$ cat config.mk
export PLATFORM = sky130hd
export DESIGN_NAME = uart_tx_fifo
export DESIGN_NICKNAME = d
export VERILOG_FILES = /design/src/rtl/uart_tx_fifo.sv
export SDC_FILE = /design/constraint.sdc
export NUM_CORES = 1
export LEC_CHECK = 0
export BUFFER_PORTS_ARGS = -buffer_cell sky130_fd_sc_hd__clkbuf_2
export CORE_MARGIN = 2
export CORE_UTILIZATION = 55
export DETAILED_ROUTE_END_ITERATION = 10
export GPL_TIMING_DRIVEN = 0
export PLACE_DENSITY = 0.75
export SLEW_MARGIN = 20
export SYNTH_ARGS = -nofsm -noshare
export SYNTH_HDL_FRONTEND = slang
export SYNTH_SLANG_ARGS = --single-unit
export TNS_END_PERCENT = 100
$ cat constraint.sdc
create_clock -name i_Clock -period 2.15 [get_ports i_Clock]
set_input_delay 0.1075 -clock i_Clock [delete_from_list [all_inputs] [get_ports i_Clock]]
set_output_delay 0.1075 -clock i_Clock [all_outputs]
set_load 0.01 [all_outputs]
$ cat src/rtl/uart_tx_fifo.sv
// ---------------------------------------------------------------------------
// uart_tx_fifo
//
// Byte buffer and launch sequencer in front of a UART transmitter. Producers
// push bytes with single-cycle writes into a circular FIFO; the sequencer
// pops one byte per serial frame and hands it to the transmitter with a
// one-cycle launch pulse, pacing itself on the transmitter's Active/Done.
//
// Ports
//   i_Clock      system clock, rising edge
//   i_Reset      synchronous, active-high reset
//   i_Wr_DV      write strobe, i_Wr_Byte captured when high
//   i_Wr_Byte    byte to enqueue
//   o_Full       FIFO holds DEPTH bytes
//   o_Empty      FIFO holds 0 bytes
//   o_Count      occupancy, 0..DEPTH
//   o_Overflow   sticky, set when a write is dropped
//   o_Tx_DV      one-cycle launch pulse to the transmitter
//   o_Tx_Byte    byte presented with o_Tx_DV, holds last launched value
//   i_Tx_Active  transmitter busy with a frame
//   i_Tx_Done    transmitter end-of-frame pulse
//
// Sequencer states
//   state       | meaning
//   S_IDLE      | waiting for data and an idle transmitter; pops on exit
//   S_LAUNCH    | o_Tx_DV high for this single cycle
//   S_WAIT_ACT  | waiting for the transmitter to report Active (or Done)
//   S_WAIT_DONE | frame in flight, waiting for Done
// ---------------------------------------------------------------------------
module uart_tx_fifo #(
    parameter  int DEPTH  = 16,
    localparam int ADDR_W = $clog2(DEPTH)
) (
    input  logic              i_Clock,
    input  logic              i_Reset,
    input  logic              i_Wr_DV,
    input  logic [7:0]        i_Wr_Byte,
    output logic              o_Full,
    output logic              o_Empty,
    output logic [ADDR_W:0]   o_Count,
    output logic              o_Overflow,
    output logic              o_Tx_DV,
    output logic [7:0]        o_Tx_Byte,
    input  logic              i_Tx_Active,
    input  logic              i_Tx_Done
);

    localparam logic [ADDR_W:0] FULL_CNT = DEPTH[ADDR_W:0];
    localparam logic [ADDR_W:0] CNT_ONE  = {{ADDR_W{1'b0}}, 1'b1};

    typedef enum logic [1:0] {
        S_IDLE,
        S_LAUNCH,
        S_WAIT_ACT,
        S_WAIT_DONE
    } state_t;

    state_t            state_q;
    state_t            state_d;

    logic [7:0]        mem [DEPTH];
    logic [ADDR_W-1:0] wr_ptr;
    logic [ADDR_W-1:0] rd_ptr;
    logic [ADDR_W:0]   count_d;

    logic              pop;
    logic              push;
    logic              drop;

    // A full FIFO still accepts a write when the same edge frees a slot.
    // Pop is decided from registered o_Empty, so a byte written into an
    // empty FIFO is never popped on the edge it arrives.
    assign push = i_Wr_DV & (~o_Full | pop);
    assign drop = i_Wr_DV & o_Full & ~pop;

    // ----------------------------------------------------------------------
    // Sequencer next-state
    // ----------------------------------------------------------------------
    always_comb begin
        state_d = state_q;
        pop     = 1'b0;
        case (state_q)
            S_IDLE: begin
                // Active guard also covers a frame still running in the
                // transmitter after this block was reset mid-frame.
                if (!o_Empty && !i_Tx_Active) begin
                    pop     = 1'b1;
                    state_d = S_LAUNCH;
                end
            end
            S_LAUNCH: begin
                state_d = S_WAIT_ACT;
            end
            S_WAIT_ACT: begin
                if (i_Tx_Done) begin
                    state_d = S_IDLE;
                end else if (i_Tx_Active) begin
                    state_d = S_WAIT_DONE;
                end
            end
            S_WAIT_DONE: begin
                if (i_Tx_Done) begin
                    state_d = S_IDLE;
                end
            end
            default: begin
                state_d = S_IDLE;
            end
        endcase
    end

    always_ff @(posedge i_Clock) begin
        if (i_Reset) begin
            state_q <= S_IDLE;
        end else begin
            state_q <= state_d;
        end
    end

    // ----------------------------------------------------------------------
    // Occupancy
    // ----------------------------------------------------------------------
    always_comb begin
        count_d = o_Count;
        if (push && !pop) begin
            count_d = o_Count + CNT_ONE;
        end else if (pop && !push) begin
            count_d = o_Count - CNT_ONE;
        end
    end

    // ----------------------------------------------------------------------
    // Pointers, flags and transmitter outputs
    // ----------------------------------------------------------------------
    always_ff @(posedge i_Clock) begin
        if (i_Reset) begin
            wr_ptr     <= '0;
            rd_ptr     <= '0;
            o_Count    <= '0;
            o_Full     <= 1'b0;
            o_Empty    <= 1'b1;
            o_Overflow <= 1'b0;
            o_Tx_DV    <= 1'b0;
            o_Tx_Byte  <= 8'h00;
        end else begin
            if (push) begin
                wr_ptr <= wr_ptr + ADDR_W'(1);
            end
            if (pop) begin
                rd_ptr    <= rd_ptr + ADDR_W'(1);
                o_Tx_Byte <= mem[rd_ptr];
            end
            if (drop) begin
                o_Overflow <= 1'b1;
            end
            // Flags derive from the same next count so they never disagree.
            o_Count <= count_d;
            o_Full  <= (count_d == FULL_CNT);
            o_Empty <= (count_d == '0);
            o_Tx_DV <= (state_d == S_LAUNCH);
        end
    end

    // Storage needs no reset; only slots between the pointers are ever read.
    always_ff @(posedge i_Clock) begin
        if (!i_Reset && push) begin
            mem[wr_ptr] <= i_Wr_Byte;
        end
    end

endmodule

==> results of run 1 <==
-- stage by stage --
step	setup TNS, ns	cell area, um2	total power [uW]
3_3_place_gp	-39.30	6540	3950
5_1_grt	-0.637	7490	7180
2_1_floorplan	-0.884	6220	3790
6_report	0	7490	6950
4_1_cts	-9.02	7370	6940
3_5_place_dp	-37.26	6550	3980
-- worst max-delay path by stage --
| stage | to | slack [ns] | depth (start not counted) |
|---|---|---|---|
| 3_3_place_gp | mem[2][5] | -0.62 | 4 |
| 3_5_place_dp | o_Tx_Byte[4] | -0.43 | 6 |
| 5_1_grt | mem[0][4] | -0.04 | 5 |
| 2_1_floorplan | mem[1][0] | -0.06 | 4 |
| 6_report | mem[3][4] | 0.01 | 6 |
| 4_1_cts | mem[9][6] | -0.15 | 4 |
-- state kept, by name, indices dropped and copies added (netlist names), 2 cells and up --
signal	flops
state_q	2
wr_ptr	4
o_Count	5
mem	128
rd_ptr	4
o_Tx_Byte	8
-- logic make-up (layout without fill, tap and decap cells) --
| logic type | Yosys count | after routing | synth area share |
|---|---|---|---|
| XOR/XNOR | 8 | 8 | 0.0113 |
| buffers and inverters | 29 | 103 | 0.0203 |
| multiplexers | 34 | 34 | 0.121 |
| AO/OA/AOI/OAI | 52 | 52 | 0.0644 |
| flip-flops | 155 | 155 | 0.705 |
| adder cells (fa/ha/maj) | 7 | 7 | 0.0141 |
| AND/OR/NAND/NOR | 77 | 77 | 0.0632 |
-- worst max-delay path: stages, from the launching register on --
cell	delay [ns]
sky130_fd_sc_hd__dfxtp_1	0.37
sky130_fd_sc_hd__o41a_1	0.50
sky130_fd_sc_hd__nor3_4	0.32
sky130_fd_sc_hd__buf_4	0.19
sky130_fd_sc_hd__nand2_4	0.11
sky130_fd_sc_hd__nor3_4	0.19
sky130_fd_sc_hd__buf_12	0.16
-- area by class of cell --
class                   count  share of cell area
clock inverters            13              0.0202
flip-flops and latches    155               0.585
well taps                 140              0.0234
repair buffers             42              0.0384
clock buffers              19              0.0578
plain buffers              21              0.0174
multi-input cells         178               0.254
inverters                   8             0.00401
-- cell usage in the layout, fill, tap and decap left out, types with 4 or more instances in the layout --
cell type	count
sky130_fd_sc_hd__o211ai_1	4
sky130_fd_sc_hd__nand2_1	8
sky130_fd_sc_hd__a21boi_1	5
sky130_fd_sc_hd__clkbuf_16	17
sky130_fd_sc_hd__clkinv_2	4
sky130_fd_sc_hd__a31o_2	8
sky130_fd_sc_hd__nand3_1	6
sky130_fd_sc_hd__clkbuf_1	11
sky130_fd_sc_hd__nand2b_1	4
sky130_fd_sc_hd__buf_4	13
sky130_fd_sc_hd__nor3_1	4
sky130_fd_sc_hd__dfxtp_1	27
sky130_fd_sc_hd__clkbuf_2	29
sky130_fd_sc_hd__a22oi_1	10
sky130_fd_sc_hd__ha_1	7
sky130_fd_sc_hd__nor2_4	12
sky130_fd_sc_hd__clkinvlp_4	5
sky130_fd_sc_hd__a22oi_2	6
sky130_fd_sc_hd__xor2_1	4
sky130_fd_sc_hd__inv_1	7
sky130_fd_sc_hd__nor3_4	5
sky130_fd_sc_hd__mux4_2	32
sky130_fd_sc_hd__edfxtp_1	128
sky130_fd_sc_hd__a21oi_1	4
sky130_fd_sc_hd__nor2_1	15
sky130_fd_sc_hd__xnor2_1	4
-- power by group --
group	switching [uW]	internal (uW)	total (uW)
registers	49.6	3310	3360
clock network	1160	1810	2970
logic	344	283	627
-- what timing repair did --
item / 4_1_cts / 5_1_grt
resized for setup: 33 / 23
hold buffers: 1 / 0
pin swaps: 5 / 4
buffers inserted: 10 / 4
endpoints found under the setup margin: 136 / 136
hold endpoints to repair: 1 / 0
-- routing by layer --
metal	part of all wire	track usage	vias to the layer above	wire length, um
met4	0.015	0.0830	0	197
met1	0.41	0.331	1835	5560
met5	0	0	-	0
li1	-	-	1566	-
met3	0.071	0.0711	19	951
met2	0.50	0.377	152	6700
==> run summary, run 1 <==
The run finished with clean final reports. The global placement routability congestion is 0.846. The average cell area after synthesis is between 15 and 20 um2. The most instantiated library cell after synthesis is sky130_fd_sc_hd__edfxtp_1. The region available for standard cell placement spans 0.0109 mm2. The number of DRC markers after the initial detailed-route iteration came out at 355. After clock tree synthesis, the clock-pin slew on the worst setup and hold paths is ~0.060 ns. The sequential cell area in the final layout is 0.00438 mm2.

The count of flip-flops with a built-in enable after synthesis came out at ~130. The number of cells on the worst reg-to-reg path is 6. Clock latency on the worst-skew pair, taken at its later pin, is between 0.4 and 0.5 ns. The via density per instance is 6.20.

The most critical setup path has its startpoint at state_q[1]. The cell count after placement came out at 529. The total of max-cap violations came out at 0. In this run the number of H-tree levels came out at 4.

The number of standard cells in the final layout excluding fillers came out at around 580. In this run the clock root is driven by a sky130_fd_sc_hd__clkbuf_16. The number of synthesized register bits is 155. The total iterations of the first detailed-routing run came out at 5.

The data arrival at the endpoint of the critical path came out at 2.27 ns. 0 antenna diodes ended up in the layout. The worst setup path category is reg -> reg. Counting flops with an async set or reset pin after synthesis yields a share of 0.

The clock buffer count from CTS is 17. The floorplan step defined a die boundary enclosing 0.0122 mm2. Counting distinct cell types in the post-synthesis netlist gives between 40 and 50. Input and output buffers added on the ports amount to 27. The launching point of the worst reg2reg path is state_q[1]. The average routed wire per standard cell came out at 23.3 um. The floorplan step set the die width to approximately 110 um. The pin count of the biggest net entering global routing came out at 17.

Relative to the synthesized area, the layout overhead comes to 20.6%. The overall routing resource usage is 0.242. The total nets after synthesis came out at 382. The cell count after synthesis is ~360. The initial standard-cell utilization of the core is 0.568. The normalized max-slew margin came out at 0.420. The power per unit of standard cell area is 928 mW/mm2.

The deepest clock path buffer count is 2. The destination of the worst register-to-register timing path is mem[3][4]. The worst-case IR drop observed on VDD is around 0.70 mV. Detailed routing inserted a total of 3,572 vias. Of the cells placed in the final design, the portion with a size suffix greater than 1 is 0.353. The worst setup path is captured at a flip-flop. The portion of the clock cycle consumed by the worst path in the final layout is 0.994. The minimum clock period is 2.14 ns.

The first global-routing pass estimated ~20,000 um of wire. The final HPWL from detailed placement is approximately 8200 um. The I/O pin total came out at 30. The share of Yosys cell area claimed by the top area cell type came out at 0.618. In the synthesized netlist, the cells that appear most often are sky130_fd_sc_hd__edfxtp_1, sky130_fd_sc_hd__mux4_2, sky130_fd_sc_hd__dfxtp_1, sky130_fd_sc_hd__nor2_1, sky130_fd_sc_hd__a22oi_1. The worst hold path begins at i_Tx_Active. The worst slack at placement is -0.429 ns. From bottom edge to top edge, the die measures 110 um. Setup slack on the worst reg-to-reg path comes out at 0.01 ns. The slew at the pin with the worst max-slew slack came out at 0.866 ns. The number of cells on the worst hold path came out at 3. The number of nets with antenna violations after detailed routing is 0.

At the worst endpoint, the required time is 2.28 ns. Hold is met by 0.113 ns. Wires add up to about 13,000 um. Summing all multi-input logic gate instances after layout gives 0.00190 mm2. The worst hold path belongs to the class in -> reg. For the final database, setup skew stands at 0.00990 ns. The end point of the worst hold path is state_q[0]. The number of fillers in the final layout is 692.

The cell taking the most area after synthesis is sky130_fd_sc_hd__edfxtp_1. The share of the Yosys chip area taken by registers is 0.705. In this run the static leakage power is 0.00248 uW. The timing-limited maximum frequency is 468 MHz. The hold violation count in the final report came out at 0. For this run, the leading register cell type out of synthesis is sky130_fd_sc_hd__edfxtp_1. The nature of the critical path startpoint is a flip-flop. The number of cell rows is 38. The final-report setup violation count came out at 0. After detailed routing, the number of remaining DRC violations is 0. The number of max-slew violations in the final report came out at 0. The number of global-route vias before repair is ~3.5k. The net count of the finished layout came out at 443. The final core utilization came out at 0.685. Sorting the synthesized cells by area gives the leading types as sky130_fd_sc_hd__edfxtp_1, sky130_fd_sc_hd__mux4_2, sky130_fd_sc_hd__dfxtp_1, sky130_fd_sc_hd__a22oi_1, sky130_fd_sc_hd__nor2_1.

The worst setup slack after layout came out at between 0.01 and 0.015 ns. The initial antenna violation count is 0. The number of synthesis warnings came out at 0.

The CTS tree is built. The cell area that synthesis handed to floorplanning was 0.00621 mm2. The total overflow left after global routing is 0. In this run the worst path has a maximum fanout of 8. The clock net in this run drives a total of 155 sinks.
Note: power is estimated with default switching activity, not from simulation.
==> run 2, diff against run 1 <==
--- a/config.mk
+++ b/config.mk
@@ -7,10 +7,11 @@
 export LEC_CHECK = 0
 export BUFFER_PORTS_ARGS = -buffer_cell sky130_fd_sc_hd__clkbuf_2
 export CORE_MARGIN = 2
-export CORE_UTILIZATION = 55
+export CORE_UTILIZATION = 57
+export CTS_BUF_LIST = sky130_fd_sc_hd__clkbuf_4
 export DETAILED_ROUTE_END_ITERATION = 10
 export GPL_TIMING_DRIVEN = 0
-export PLACE_DENSITY = 0.75
+export PLACE_DENSITY = 0.78
 export SLEW_MARGIN = 20
 export SYNTH_ARGS = -nofsm -noshare
 export SYNTH_HDL_FRONTEND = slang
==> run summary, run 2 (synthesized netlist as in run 1, its figures left out) <==
TritonCTS built the clock tree. The initial standard-cell utilization of the core came out at 0.578. The number of port buffers is 27. The data arrival at the endpoint of the critical path came out at 2.39 ns.

For this run, the total global-route usage over all layers was measured as 0.228. The net count of the finished layout came out at 444. Leaving out fill and tap cells, the most frequent cell in the layout is sky130_fd_sc_hd__edfxtp_1. The number of cells on the worst hold path came out at 1. The hold violation count in the final report came out at 0.

Setup repair after global routing could not meet its margin everywhere. The ratio of cells with drive above 1 in the final layout is 0.335. Together, buffers and inverters on the worst path number 1. Of the total power, combinational logic draws 0.108. The final HPWL from detailed placement came out at 7720 um.

For this run, design rule violations remaining after detail routing come to 0. The via density per instance came out at 6.04. The total of max-cap violations is 0. The highest ir drop seen on vdd is about 0.58 mV. STA classifies the critical path endpoint as a flip-flop.

The worst hold path begins at i_Wr_Byte[5]. Across all setup checks in the final design, the least slack found is 0.0254 ns. The total internal power came out at 4270 uW. The final layout contains routed wiring with a total length of 12,300 um. The deepest clock path buffer count came out at 2.

Counting cells, the worst reg-to-reg path comes to 5. Grouping stages by cell kind, the critical path spends the most delay in simple AND/OR/NAND/NOR gates. In this run the critical register-to-register path is captured at mem[3][7]. 30 I/O pins were placed.

The first global-routing pass estimated between 15,000 and 20,000 um of wire. The final core utilization is 0.671. The final-report setup violation count came out at 0.

The number of max-slew violations in the final report came out at 0. The power per unit of standard cell area is approximately 800 mW/mm2. The cell that appears most often on the critical path is sky130_fd_sc_hd__nor3_4. The pin count of the biggest net entering global routing came out at 17. The share of total power dissipated in the clock network is 0.303. The number of global-route vias before repair came out at 3,400. In this run, CTS created clock tree buffers numbering 17. The setup slack of the most critical reg-to-reg path is about 0.025 ns. The number of cell rows is 38. In the layout the commonest cells are sky130_fd_sc_hd__edfxtp_1, sky130_fd_sc_hd__mux4_2, sky130_fd_sc_hd__clkbuf_2.

The layout-stage area growth over the synthesis result is 16.1%. CTS saw around 160 sinks. The stage delay of the slowest cell on the critical path is 0.51 ns. The register clock-pin slew on the reported worst setup and hold paths came out at 0.13 ns. The post-route clock skew came out at 0.0170 ns. The number of nets with antenna violations after detailed routing is 0. The height of the die came out at approximately 110 um. The slew at the pin with the worst max-slew slack is around 0.85 ns. The worst setup path is launched from a flip-flop. The leakage power of the design is 0.00233 uW. The worst setup path category is reg -> reg. The width of the die came out at 108 um. The average routed wire per standard cell is approximately 21 um. 0 antenna diodes ended up in the layout. Traced cell by cell, the critical path runs through o41a_1 > nor3_4 > nand2_2 > nor3_4 > buf_12. The filler cells instantiated in the layout total 723. The final global-route overflow total came out at 0.

The initial antenna violation count is 0. The worst hold path terminates at mem[10][5]. At the later pin of the worst-skew pair, clock insertion delay measures 0.56 ns.

The full die area came out at between 0.01 and 0.015 mm2. The relative contribution of sequential cells to total power came out at 0.589. Ranked by flip-flop count, first place goes to mem. Of the available clock period, the critical path in the final layout requires 0.988. The region available for standard cell placement spans about 0.011 mm2. In this run the worst hold path is classified as in -> reg. The worst slack at placement is -0.338 ns.

The largest registers in the layout are mem: 128 flops, o_Tx_Byte: 8 flops, o_Count: 5 flops. The timing-limited maximum frequency is between 400 and 500 MHz. At the end of routability-driven placement, the weighted congestion stood at 0.809. The run finished with clean final reports.

The worst path required time came out at 2.42 ns. The normalized max-slew margin is 0.432. The count of H-tree levels built during CTS is 4. The pre-antenna-repair detailed-routing pass consisted of 5 iterations. The register with the most flip-flops in the layout has 128 of them. The library cell contributing the largest single delay on the critical path is sky130_fd_sc_hd__o41a_1. The net switching power figure is 1410 uW.

In this run the critical register-to-register path is launched from state_q[0]. In this run, the number of DRC markers left after iteration 0 of detailed routing was ~430. The overall via count from detail_route is about 3.5k. After layout, the minimum clock period comes to 2.12 ns.

Along the worst path, the maximum fanout reaches 8. The library cell used as clock root buffer is sky130_fd_sc_hd__clkbuf_4. The fraction of power spent switching nets came out at 0.248.
[run 2: worst max path at each step]
stage,start,slack [ns],end,depth (start not counted)
after floorplan,state_q[0],-0.06,mem[1][0],4
after global placement,state_q[0],-0.60,mem[2][3],4
after detailed placement,state_q[0],-0.34,mem[8][6],4
after CTS,state_q[0],-0.03,mem[6][5],4
after global routing,state_q[0],-0.06,mem[3][7],5
final,state_q[0],0.03,mem[3][7],5
[run 2: power groups by stage]
stage,Combinational [uW],Sequential (uW),Clock [uW]
global route,666,3350,1860
global placement,541,3410,0
CTS,596,3350,1740
floorplan,369,3420,0
finish,612,3350,1720
detailed placement,550,3410,0
[run 2: through the flow]
stage	setup TNS (ns)	cells	instance area [um2]	hold slack, ns	total power, uW
after floorplan	-0.884	362	6220	0.202	3790
after global placement	-36.53	529	6540	0.306	3950
after detailed placement	-35.13	529	6550	0.315	3960
after CTS	-0.287	576	7150	0.000646	5680
after global routing	-1.00	576	7210	0.00881	5880
final	0	576	7210	0.0260	5680
[run 2: final cells by class]
class / count / area, um2 / share of cell area
plain buffers: 21 / 125 / 0.0173
flip-flops and latches: 155 / 4380 / 0.608
well taps: 140 / 175 / 0.0243
clock inverters: 14 / 145 / 0.0201
inverters: 8 / 30.0 / 0.00416
multi-input cells: 178 / 1890 / 0.261
clock buffers: 17 / 128 / 0.0177
repair buffers: 43 / 340 / 0.0472
[run 2: timing repair]
action | CTS | global route
resized for setup | 35 | 16
endpoints found under the setup margin | 136 | 112
endpoints found under the hold margin | 97 | 0
setup buffers | 7 | 0
hold buffers | 9 | 0
pin swaps | 4 | 0
[run 2: routing by layer]
metal	track usage	share of wire	vias to the layer above
met5	0	0	-
met4	0.0952	0.021	0
met3	0.0579	0.059	20
met2	0.357	0.50	141
met1	0.309	0.41	1750
li1	-	-	1566
[run 2: worst register-to-register path: cells and delay by family (launching register included)]
| kind | cells | cell delay, ns |
|---|---|---|
| buffers and inverters | 1 | 0.17 |
| flip-flops | 1 | 0.38 |
| AND/OR/NAND/NOR | 3 | 0.79 |
| AO/OA/AOI/OAI | 1 | 0.51 |
